<file path="config.mk">
export PLATFORM = sky130hd
export DESIGN_NAME = serq_rx
export DESIGN_NICKNAME = d
export VERILOG_FILES = /design/src/rtl/serq_rx.sv
export SDC_FILE = /design/constraint.sdc
export NUM_CORES = 1
export LEC_CHECK = 0
export CAP_MARGIN = 20
export CORE_MARGIN = 2
export CORE_UTILIZATION = 40
export CTS_CLUSTER_SIZE = 24
export DETAILED_ROUTE_END_ITERATION = 8
export SKIP_LAST_GASP = 1
export SYNTH_ARGS = -nofsm -noshare
export SYNTH_HDL_FRONTEND = slang
export SYNTH_SLANG_ARGS = --single-unit
</file>
<file path="constraint.sdc">
create_clock -name clock -period 7.24 [get_ports clock]
set_input_delay 1.086 -clock clock [delete_from_list [all_inputs] [get_ports clock]]
set_output_delay 1.086 -clock clock [all_outputs]
set_load 0.03 [all_outputs]
</file>
<file path="src/rtl/serq_rx.sv">
// Serial-to-parallel receiver feeding a DEPTH-entry circular word queue.
// Optional SERQ_RX_DROP_CNT_EN adds a saturating dropped-word counter port.
module serq_rx #(
  parameter int DATA_WIDTH  = 8,
  parameter int DEPTH       = 8,
  parameter bit MSB_FIRST   = 1'b1,
  parameter int AFULL_LEVEL = DEPTH - 1
) (
  input  logic                         clock,
  input  logic                         reset,
  input  logic                         data_in,
  input  logic                         write_in,
  output logic                         status_out,
  output logic                         afull_out,
  input  logic                         dequeue_in,
  output logic [DATA_WIDTH-1:0]        data_out,
  output logic [$clog2(DEPTH+1)-1:0]   len_out,
  output logic                         overflow_out
`ifdef SERQ_RX_DROP_CNT_EN
  ,
  output logic [7:0]                   drop_cnt_out
`endif
);

  // state   | meaning
  // IDLE    | no partial word, waiting for first bit strobe
  // COLLECT | partial word in the shift register
  // PUSH    | one cycle: enqueue the completed word or drop it
  localparam int CW = $clog2(DEPTH + 1);
  localparam int PW = $clog2(DEPTH);
  localparam int BW = $clog2(DATA_WIDTH + 1);

  typedef enum logic [1:0] {S_IDLE, S_COLLECT, S_PUSH} state_t;

  state_t                r_state, w_state_next;
  logic                  r_write_q, r_deq_q;
  logic [DATA_WIDTH-1:0] r_shift;
  logic [BW-1:0]         r_bit_cnt, w_bit_cnt_next;
  logic [DATA_WIDTH-1:0] r_mem [DEPTH];
  logic [PW-1:0]         r_head, r_tail, w_head_next, w_tail_next;
  logic [CW-1:0]         r_count, w_count_next;
  logic [DATA_WIDTH-1:0] r_data_out, w_data_next;
  logic                  r_status, r_afull, r_overflow;
  logic                  w_wr_rise, w_deq_rise, w_capture, w_push, w_pop, w_drop;

  function automatic logic [PW-1:0] f_wrap(input logic [PW-1:0] p);
    return (p == PW'(DEPTH - 1)) ? '0 : p + 1'b1;
  endfunction

  assign w_wr_rise  = write_in & ~r_write_q;
  assign w_deq_rise = dequeue_in & ~r_deq_q;

  always_ff @(posedge clock) begin
    if (reset) begin
      r_state   <= S_IDLE;
      r_bit_cnt <= '0;
    end else begin
      r_state   <= w_state_next;
      r_bit_cnt <= w_bit_cnt_next;
    end
  end

  always_comb begin
    w_state_next   = r_state;
    w_bit_cnt_next = r_bit_cnt;
    w_capture      = 1'b0;
    case (r_state)
      S_IDLE: begin
        if (w_wr_rise) begin
          w_capture      = 1'b1;
          w_bit_cnt_next = BW'(1);
          w_state_next   = S_COLLECT;
        end
      end
      S_COLLECT: begin
        if (w_wr_rise) begin
          w_capture      = 1'b1;
          w_bit_cnt_next = r_bit_cnt + 1'b1;
          if (r_bit_cnt == BW'(DATA_WIDTH - 1)) w_state_next = S_PUSH;
        end
      end
      S_PUSH: begin
        w_bit_cnt_next = '0;
        w_state_next   = S_IDLE;
      end
      default: begin
        w_bit_cnt_next = '0;
        w_state_next   = S_IDLE;
      end
    endcase
  end

  // A pop in the PUSH cycle frees the slot, so a full queue still accepts the word.
  always_comb begin
    w_pop        = w_deq_rise && (r_count != '0);
    w_push       = (r_state == S_PUSH) && ((r_count != CW'(DEPTH)) || w_pop);
    w_drop       = (r_state == S_PUSH) && !w_push;
    w_head_next  = w_pop ? f_wrap(r_head) : r_head;
    w_tail_next  = w_push ? f_wrap(r_tail) : r_tail;
    w_count_next = r_count + CW'(w_push) - CW'(w_pop);
    w_data_next  = '0;
    if (w_count_next != '0) begin
      if (w_push && (w_head_next == r_tail)) w_data_next = r_shift;
      else                                   w_data_next = r_mem[w_head_next];
    end
  end

  always_ff @(posedge clock) begin
    if (reset) begin
      r_write_q  <= 1'b0;
      r_deq_q    <= 1'b0;
      r_shift    <= '0;
      r_head     <= '0;
      r_tail     <= '0;
      r_count    <= '0;
      r_data_out <= '0;
      r_status   <= 1'b0;
      r_afull    <= 1'b0;
      r_overflow <= 1'b0;
    end else begin
      r_write_q  <= write_in;
      r_deq_q    <= dequeue_in;
      if (w_capture) begin
        if (MSB_FIRST) r_shift <= {r_shift[DATA_WIDTH-2:0], data_in};
        else           r_shift <= {data_in, r_shift[DATA_WIDTH-1:1]};
      end
      r_head     <= w_head_next;
      r_tail     <= w_tail_next;
      r_count    <= w_count_next;
      r_data_out <= w_data_next;
      r_status   <= (w_count_next < CW'(DEPTH));
      r_afull    <= (w_count_next >= CW'(AFULL_LEVEL));
      if (w_drop) r_overflow <= 1'b1;
    end
  end

  always_ff @(posedge clock) begin
    if (w_push) r_mem[r_tail] <= r_shift;
  end

`ifdef SERQ_RX_DROP_CNT_EN
  logic [7:0] r_drop_cnt;

  always_ff @(posedge clock) begin
    if (reset)                              r_drop_cnt <= '0;
    else if (w_drop && r_drop_cnt != 8'hFF) r_drop_cnt <= r_drop_cnt + 1'b1;
  end

  assign drop_cnt_out = r_drop_cnt;
`endif

  assign status_out   = r_status;
  assign afull_out    = r_afull;
  assign data_out     = r_data_out;
  assign len_out      = r_count;
  assign overflow_out = r_overflow;

endmodule

</file>
==> results of run 1 <==
worst max-delay path, stage by stage:
cell                              delay [ns]
sky130_fd_sc_hd__clkdlybuf4s50_1        0.49
sky130_fd_sc_hd__nand2b_1               0.18
sky130_fd_sc_hd__nor2_1                 0.72
sky130_fd_sc_hd__o21ai_0                0.25
sky130_fd_sc_hd__ha_1                   0.27
sky130_fd_sc_hd__fa_1                   0.47
sky130_fd_sc_hd__nor2b_1                0.21
sky130_fd_sc_hd__nor3_1                 0.08
sky130_fd_sc_hd__o21ai_1                0.40
sky130_fd_sc_hd__o31ai_1                0.17
sky130_fd_sc_hd__a31oi_1                0.19
path summary, 6_finish.rpt:
kind | end | cells past startpoint
setup / recovery | data_out[5]$_SDFF_PP0_ | 11
hold / removal | r_bit_cnt[3]$_SDFFE_PP0P_ | 2
setup reg to reg | data_out[0]$_SDFF_PP0_ | 6
hold reg to reg | r_bit_cnt[3]$_SDFFE_PP0P_ | 2
cells in the final DEF, fill, tap and decap left out, types with 9 or more instances in the layout:
cell type                         netlist  final
sky130_fd_sc_hd__edfxtp_1              64     64
sky130_fd_sc_hd__dfxtp_1               37     37
sky130_fd_sc_hd__a21oi_1               32     32
sky130_fd_sc_hd__nor2_1                25     25
sky130_fd_sc_hd__nand2_1               23     23
sky130_fd_sc_hd__nand3_1               23     23
sky130_fd_sc_hd__clkdlybuf4s50_1        0     19
sky130_fd_sc_hd__inv_1                 17     17
sky130_fd_sc_hd__nor3_1                17     17
sky130_fd_sc_hd__o31ai_1               15     15
sky130_fd_sc_hd__o21ai_0               14     14
sky130_fd_sc_hd__o2111ai_1             14     14
sky130_fd_sc_hd__a31oi_1               10     10
sky130_fd_sc_hd__ha_1                  10     10
sky130_fd_sc_hd__o22ai_1                9      9
sky130_fd_sc_hd__clkbuf_16              0      9
routing by layer:
metal  vias to the layer above  wire, µm  track usage [%]
met5                         -         0                0
met3                        24       560             3.24
met1                      1605      4710             23.5
met4                         0       278             8.00
li1                       1558         -                -
met2                       128      5280             29.2
report_power, final:
part / internal [W] / switching [W]
Combinational: 0.000282 / 0.000462
Sequential: 0.000651 / 0.0000419
Clock: 0.000339 / 0.000212
metrics by stage:
stage          total power, W  worst slack, ns  instance area, µm²  std cells  hold WS [ns]
2_1_floorplan         0.00125             3.79                4540        403         0.448
3_3_place_gp          0.00143             2.88                4830        545         0.469
3_5_place_dp          0.00144             2.70                4830        545         0.469
4_1_cts               0.00199             3.04                5170        561         0.481
5_1_grt               0.00209             2.65                5170        561         0.510
6_report              0.00199             2.98                5170        561         0.477
state kept, by name, indices dropped and copies added, names as in the netlist:
name and count:
afull_out 1, data_out 8, len_out 4, overflow_out 1
r_bit_cnt 4, r_deq_q 1, r_head 3, r_mem 64
r_shift 8, r_state 2, r_tail 3, r_write_q 1
status_out 1
kinds of logic (layout without fill, tap and decap cells):
family,count (synthesis),in the layout,share of synthesized area (%)
multiplexers,8,8,1.79
adder cells (fa/ha/maj),11,11,3.19
buffers and inverters,41,59,4.21
flip-flops,101,101,58.6
XOR/XNOR,2,2,0.386
AND/OR/NAND/NOR,121,121,14.1
AO/OA/AOI/OAI,119,119,17.7
layout make-up:
cell class	instances	area (µm²)
Tap cell	140	175
Fill cell	1018	5810
Timing Repair Buffer	26	243
Sequential cell	101	2660
Clock inverter	6	110
Multi-Input combinational cell	261	1690
Clock buffer	10	229
Inverter	17	63.8
==> flow_results.xml, run 1 <==
<?xml version="1.0" encoding="UTF-8"?>
<metrics>
  <group name="clock_tree">
    <metric name="cts_sinks" unit="">101</metric>
    <metric name="post_cts_hold_buffer_count" unit="">0</metric>
    <metric name="cts_setup_buffers" unit="">0</metric>
    <metric name="htreeDepth" unit="">3</metric>
    <metric name="cts.repair.resized" unit="">0</metric>
    <metric name="clkTransAtPathRegs" unit="ns">0.07</metric>
    <metric name="cts_made_buffers" unit="">9</metric>
    <metric name="library_cell_used_as_clock_root_buffer" unit="">sky130_fd_sc_hd__clkbuf_16</metric>
    <metric name="clock_insertion_delay_at_the_later_pin_of_the_skew_report" unit="ns">0.34</metric>
    <metric name="maximum_clock_insertion_buffer_count" unit="">2</metric>
    <metric name="clock_tree_from_tritoncts" unit="">built</metric>
  </group>
  <group name="yosys">
    <metric name="post_synth_main_area_contributors" unit="">sky130_fd_sc_hd__edfxtp_1 (42%), sky130_fd_sc_hd__dfxtp_1 (16%), sky130_fd_sc_hd__a21oi_1 (3.5%), sky130_fd_sc_hd__ha_1 (2.8%), sky130_fd_sc_hd__o2111ai_1 (2.7%)</metric>
    <metric name="ys_seq_elements" unit="">101</metric>
    <metric name="average_instance_area_after_synthesis" unit="µm²">11.3</metric>
    <metric name="post-synth-top-count-cell" unit="">sky130_fd_sc_hd__edfxtp_1</metric>
    <metric name="synth.yosys.warnings" unit="">0</metric>
    <metric name="ys_seq_area_share" unit="%">58.6</metric>
    <metric name="async_flop_share" unit="%">0</metric>
    <metric name="syn_area" unit="µm²">4540</metric>
    <metric name="netlist_top_cells_count" unit="">sky130_fd_sc_hd__edfxtp_1 (64), sky130_fd_sc_hd__dfxtp_1 (37), sky130_fd_sc_hd__a21oi_1 (32)</metric>
    <metric name="yosys.area.top_type_share" unit="%">42.3</metric>
    <metric name="syn-instance-count" unit="">403</metric>
    <metric name="synthDominantAreaCellType" unit="">sky130_fd_sc_hd__edfxtp_1</metric>
    <metric name="nets_in_the_synthesized_netlist" unit="">419</metric>
    <metric name="synth_cell_type_count" unit="">53</metric>
    <metric name="ys.flop_type" unit="">sky130_fd_sc_hd__edfxtp_1</metric>
    <metric name="synth_edf_count" unit="">64</metric>
  </group>
  <group name="routing">
    <metric name="wl_per_cell" unit="µm">19.3</metric>
    <metric name="postRouteAntennaNets" unit="">0</metric>
    <metric name="drt_first_pass_iters" unit="">5</metric>
    <metric name="drt_wl_total" unit="mm">10.8</metric>
    <metric name="via_count" unit="">3315</metric>
    <metric name="drc" unit="">0</metric>
    <metric name="detail_route.iter0.violations" unit="">180</metric>
    <metric name="route.detailed.vias_per_inst" unit="">5.91</metric>
  </group>
  <group name="sta">
    <metric name="final.min_clock_period" unit="ns">4.26</metric>
    <metric name="max_freq" unit="MHz">235</metric>
    <metric name="worst_margin_pin_slew" unit="ns">1.05</metric>
    <metric name="setup-tns-final" unit="ns">0</metric>
    <metric name="timing_max_transition_violations_final" unit="">0</metric>
    <metric name="post-route-period-util" unit="%">58.8</metric>
    <metric name="rsz0062_at_grt" unit="">no</metric>
    <metric name="worst_clock_skew" unit="ns">0.00739</metric>
    <metric name="setup_viol_count_final" unit="">0</metric>
    <metric name="finalHoldViolations" unit="">0</metric>
    <metric name="max_slew_margin" unit="%">30.2</metric>
  </group>
  <group name="finish">
    <metric name="num_antenna_cells" unit="">0</metric>
    <metric name="fin_util" unit="%">47.1</metric>
    <metric name="flow.area_growth_from_synthesis" unit="%">13.9</metric>
    <metric name="num-nets-final" unit="">432</metric>
    <metric name="layout-drive-gt1-share" unit="%">9.50</metric>
  </group>
  <group name="die">
    <metric name="die_area" unit="µm²">12200</metric>
    <metric name="rows" unit="">38</metric>
    <metric name="io_pins" unit="">20</metric>
    <metric name="die_w" unit="µm">111</metric>
    <metric name="initial_core_util" unit="%">41.4</metric>
    <metric name="core_area" unit="µm²">11000</metric>
    <metric name="chipHeight" unit="µm">111</metric>
  </group>
  <group name="setup_path">
    <metric name="cp.arrival" unit="ns">4.52</metric>
    <metric name="worst_setup_path_end_kind" unit="">flip-flop</metric>
    <metric name="timing.critical_path.fanout_max" unit="">12</metric>
    <metric name="timing.critical_path.required" unit="ns">7.50</metric>
    <metric name="timing_worst_setup_path_type" unit="">input pin to flip-flop</metric>
    <metric name="timing.reg2reg.setup_slack" unit="ns">3.57</metric>
    <metric name="cp-startpoint" unit="">dequeue_in</metric>
    <metric name="critical_path.reg2reg.startpoint" unit="">r_head[0]$_SDFF_PP0_</metric>
    <metric name="crit_path_start_kind" unit="">input pin</metric>
  </group>
  <group name="power">
    <metric name="vdd_ir_drop_max" unit="µV">244</metric>
    <metric name="power.density_cell_area" unit="nW/µm²">384</metric>
    <metric name="power.static_leakage" unit="nW">1.75</metric>
  </group>
  <group name="placement">
    <metric name="place_hpwl" unit="mm">7.23</metric>
    <metric name="routabilityCongestion" unit="">0.769</metric>
    <metric name="port_buffers" unit="">19</metric>
  </group>
  <group name="run">
    <metric name="maxCapViolations" unit="">0</metric>
  </group>
  <group name="global_route">
    <metric name="globalRouteTotalUtil" unit="%">18.0</metric>
    <metric name="antenna_found_initial" unit="">0</metric>
    <metric name="grt_overflow_total" unit="">0</metric>
    <metric name="grt_first_pass_wirelength" unit="mm">17.2</metric>
    <metric name="maximum_number_of_pins_on_one_net_before_global_route_repair" unit="">28</metric>
    <metric name="first_global_vias" unit="">3207</metric>
  </group>
  <group name="run_status">
    <metric name="outcome" unit="">completed</metric>
  </group>
  <group name="worst_hold_path">
    <metric name="min_from" unit="">r_bit_cnt[3]$_SDFFE_PP0P_</metric>
    <metric name="worstHoldPathType" unit="">flip-flop to flip-flop</metric>
  </group>
</metrics>
Note: power is estimated with default switching activity, not from simulation.
==> run 2, diff against run 1 <==
- clock period: 7.24 -> 3.8 ns (I/O delays scaled with it)
==> flow_results.xml, run 2 (synthesis results as in run 1) <==
<?xml version="1.0" encoding="UTF-8"?>
<metrics>
  <group name="run_status">
    <metric name="outcome" unit="">completed</metric>
  </group>
  <group name="sta">
    <metric name="timing.final.ws_setup" unit="ns">0.565</metric>
    <metric name="worst_margin_pin_slew" unit="ns">0.805</metric>
    <metric name="worst_clock_skew" unit="ns">0.00584</metric>
    <metric name="rsz0062_at_grt" unit="">no</metric>
    <metric name="timing_max_transition_violations_final" unit="">0</metric>
    <metric name="max_slew_margin" unit="%">46.0</metric>
    <metric name="setup-tns-final" unit="ns">0</metric>
    <metric name="setup_viol_count_final" unit="">0</metric>
    <metric name="max_freq" unit="MHz">309</metric>
    <metric name="final.min_clock_period" unit="ns">3.23</metric>
    <metric name="post-route-period-util" unit="%">85.1</metric>
    <metric name="finalHoldViolations" unit="">0</metric>
  </group>
  <group name="setup_path">
    <metric name="timing.critical_path.required" unit="ns">3.99</metric>
    <metric name="crit_path_start_kind" unit="">input pin</metric>
    <metric name="cp.arrival" unit="ns">3.43</metric>
    <metric name="worst_setup_path_end_kind" unit="">flip-flop</metric>
    <metric name="timing.critical_path.fanout_max" unit="">9</metric>
    <metric name="timing_worst_setup_path_type" unit="">input pin to flip-flop</metric>
  </group>
  <group name="power">
    <metric name="totalPowerFinal" unit="W">0.00373</metric>
    <metric name="vdd_ir_drop_max" unit="µV">484</metric>
    <metric name="power.static_leakage" unit="nW">1.79</metric>
    <metric name="power.density_cell_area" unit="nW/µm²">716</metric>
  </group>
  <group name="clock_tree">
    <metric name="htreeDepth" unit="">3</metric>
    <metric name="library_cell_used_as_clock_root_buffer" unit="">sky130_fd_sc_hd__clkbuf_16</metric>
    <metric name="cts_setup_buffers" unit="">0</metric>
    <metric name="post_cts_hold_buffer_count" unit="">0</metric>
    <metric name="cts_sinks" unit="">101</metric>
    <metric name="maximum_clock_insertion_buffer_count" unit="">2</metric>
    <metric name="clock_tree_from_tritoncts" unit="">built</metric>
    <metric name="clock_insertion_delay_at_the_later_pin_of_the_skew_report" unit="ns">0.34</metric>
    <metric name="cts.repair.resized" unit="">0</metric>
    <metric name="cts_made_buffers" unit="">9</metric>
    <metric name="clkTransAtPathRegs" unit="ns">0.06</metric>
  </group>
  <group name="placement">
    <metric name="port_buffers" unit="">19</metric>
    <metric name="pre_cts_ws" unit="ns">0.244</metric>
    <metric name="place_hpwl" unit="mm">7.43</metric>
    <metric name="routabilityCongestion" unit="">0.810</metric>
    <metric name="post-place-cells" unit="">553</metric>
  </group>
  <group name="die">
    <metric name="chipHeight" unit="µm">111</metric>
    <metric name="initial_core_util" unit="%">41.4</metric>
    <metric name="die_w" unit="µm">111</metric>
    <metric name="rows" unit="">38</metric>
    <metric name="core_area" unit="µm²">11000</metric>
    <metric name="die_area" unit="µm²">12200</metric>
    <metric name="io_pins" unit="">20</metric>
  </group>
  <group name="global_route">
    <metric name="grt_first_pass_wirelength" unit="mm">17.4</metric>
    <metric name="maximum_number_of_pins_on_one_net_before_global_route_repair" unit="">27</metric>
    <metric name="antenna_found_initial" unit="">0</metric>
    <metric name="first_global_vias" unit="">3353</metric>
    <metric name="globalRouteTotalUtil" unit="%">18.0</metric>
    <metric name="grt_overflow_total" unit="">0</metric>
  </group>
  <group name="finish">
    <metric name="num-nets-final" unit="">440</metric>
    <metric name="num_antenna_cells" unit="">0</metric>
    <metric name="fin_util" unit="%">47.4</metric>
    <metric name="largest_reg_by_ff_count" unit="">r_mem</metric>
    <metric name="largest_register_ffs" unit="">64</metric>
    <metric name="flow.area_growth_from_synthesis" unit="%">14.7</metric>
    <metric name="layout-drive-gt1-share" unit="%">11.0</metric>
    <metric name="layout_commonest_cell" unit="">sky130_fd_sc_hd__edfxtp_1</metric>
    <metric name="nFillCells" unit="">1004</metric>
    <metric name="finalNonFillerCells" unit="">569</metric>
    <metric name="layout.cells.most_common_list" unit="">sky130_fd_sc_hd__edfxtp_1 (64), sky130_fd_sc_hd__dfxtp_1 (37), sky130_fd_sc_hd__a21oi_1 (32)</metric>
  </group>
  <group name="worst_hold_path">
    <metric name="worstHoldPathType" unit="">flip-flop to flip-flop</metric>
  </group>
  <group name="routing">
    <metric name="wl_per_cell" unit="µm">18.7</metric>
    <metric name="postRouteAntennaNets" unit="">0</metric>
    <metric name="drc" unit="">0</metric>
    <metric name="route.detailed.vias_per_inst" unit="">5.76</metric>
    <metric name="drt_wl_total" unit="mm">10.6</metric>
    <metric name="detail_route.iter0.violations" unit="">256</metric>
    <metric name="via_count" unit="">3276</metric>
    <metric name="drt_first_pass_iters" unit="">4</metric>
  </group>
  <group name="run">
    <metric name="maxCapViolations" unit="">0</metric>
  </group>
</metrics>
run 2: cell count changes in the layout (fill, tap and decap cells not counted):
cell	delta
sky130_fd_sc_hd__clkinvlp_4	+1
sky130_fd_sc_hd__inv_6	-1
sky130_fd_sc_hd__buf_4	+8
sky130_fd_sc_hd__bufinv_16	-1
sky130_fd_sc_hd__inv_4	-1
sky130_fd_sc_hd__clkbuf_1	+1
sky130_fd_sc_hd__clkinv_2	-1
sky130_fd_sc_hd__clkinv_4	+2
run 2: layer usage:
metal / wire (µm) / share of wire, % / track usage, % / vias up
met5: 0 / 0 / 0 / -
met4: 157 / 1.5 / 7.58 / 0
met3: 511 / 4.8 / 3.40 / 11
met2: 5340 / 50 / 30.3 / 78
met1: 4620 / 43 / 22.7 / 1614
li1: - / - / - / 1573
run 2: cell type report:
class | count | area (µm²) | share of cell area [%]
repair buffers | 34 | 303 | 5.81
inverters | 17 | 63.8 | 1.22
clock buffers | 11 | 233 | 4.47
well taps | 140 | 175 | 3.36
clock inverters | 5 | 85.1 | 1.63
multi-input cells | 261 | 1690 | 32.4
flip-flops and latches | 101 | 2660 | 51.1
run 2: worst paths after layout:
path                                           startpoint                   endpoint  slack (ns)  depth (start not counted)
worst max-delay path                           dequeue_in     data_out[1]$_SDFF_PP0_        0.57                         12
worst min-delay path            r_bit_cnt[3]$_SDFFE_PP0P_  r_bit_cnt[3]$_SDFFE_PP0P_        0.48                          2
worst max register to register      len_out[2]$_SDFF_PP0_     data_out[6]$_SDFF_PP0_        0.65                         13
worst min register to register  r_bit_cnt[3]$_SDFFE_PP0P_  r_bit_cnt[3]$_SDFFE_PP0P_        0.48                          2
run 2: critical path, cell delays in order:
cell                              delay, ns
sky130_fd_sc_hd__clkdlybuf4s50_1       0.48
sky130_fd_sc_hd__nand2b_1              0.08
sky130_fd_sc_hd__o211a_1               0.24
sky130_fd_sc_hd__or2_2                 0.36
sky130_fd_sc_hd__o21ai_0               0.18
sky130_fd_sc_hd__ha_1                  0.21
sky130_fd_sc_hd__fa_1                  0.41
sky130_fd_sc_hd__nor2b_1               0.16
sky130_fd_sc_hd__nor3_1                0.21
sky130_fd_sc_hd__o21ai_1               0.29
sky130_fd_sc_hd__o31ai_1               0.16
sky130_fd_sc_hd__a31oi_1               0.07
run 2: metrics by stage:
step	area, µm²	hold WS [ns]
after floorplan	4540	0.448
after global placement	4890	0.468
after detailed placement	4890	0.471
after CTS	5210	0.484
after global routing	5210	0.502
final	5210	0.479
run 2: power by group:
group	internal (W)	total, W	switching, W	leakage (nW)
clock	0.000580	0.000963	0.000383	0.150
combinational	0.000572	0.00148	0.000907	0.754
sequential	0.00124	0.00129	0.0000544	0.889
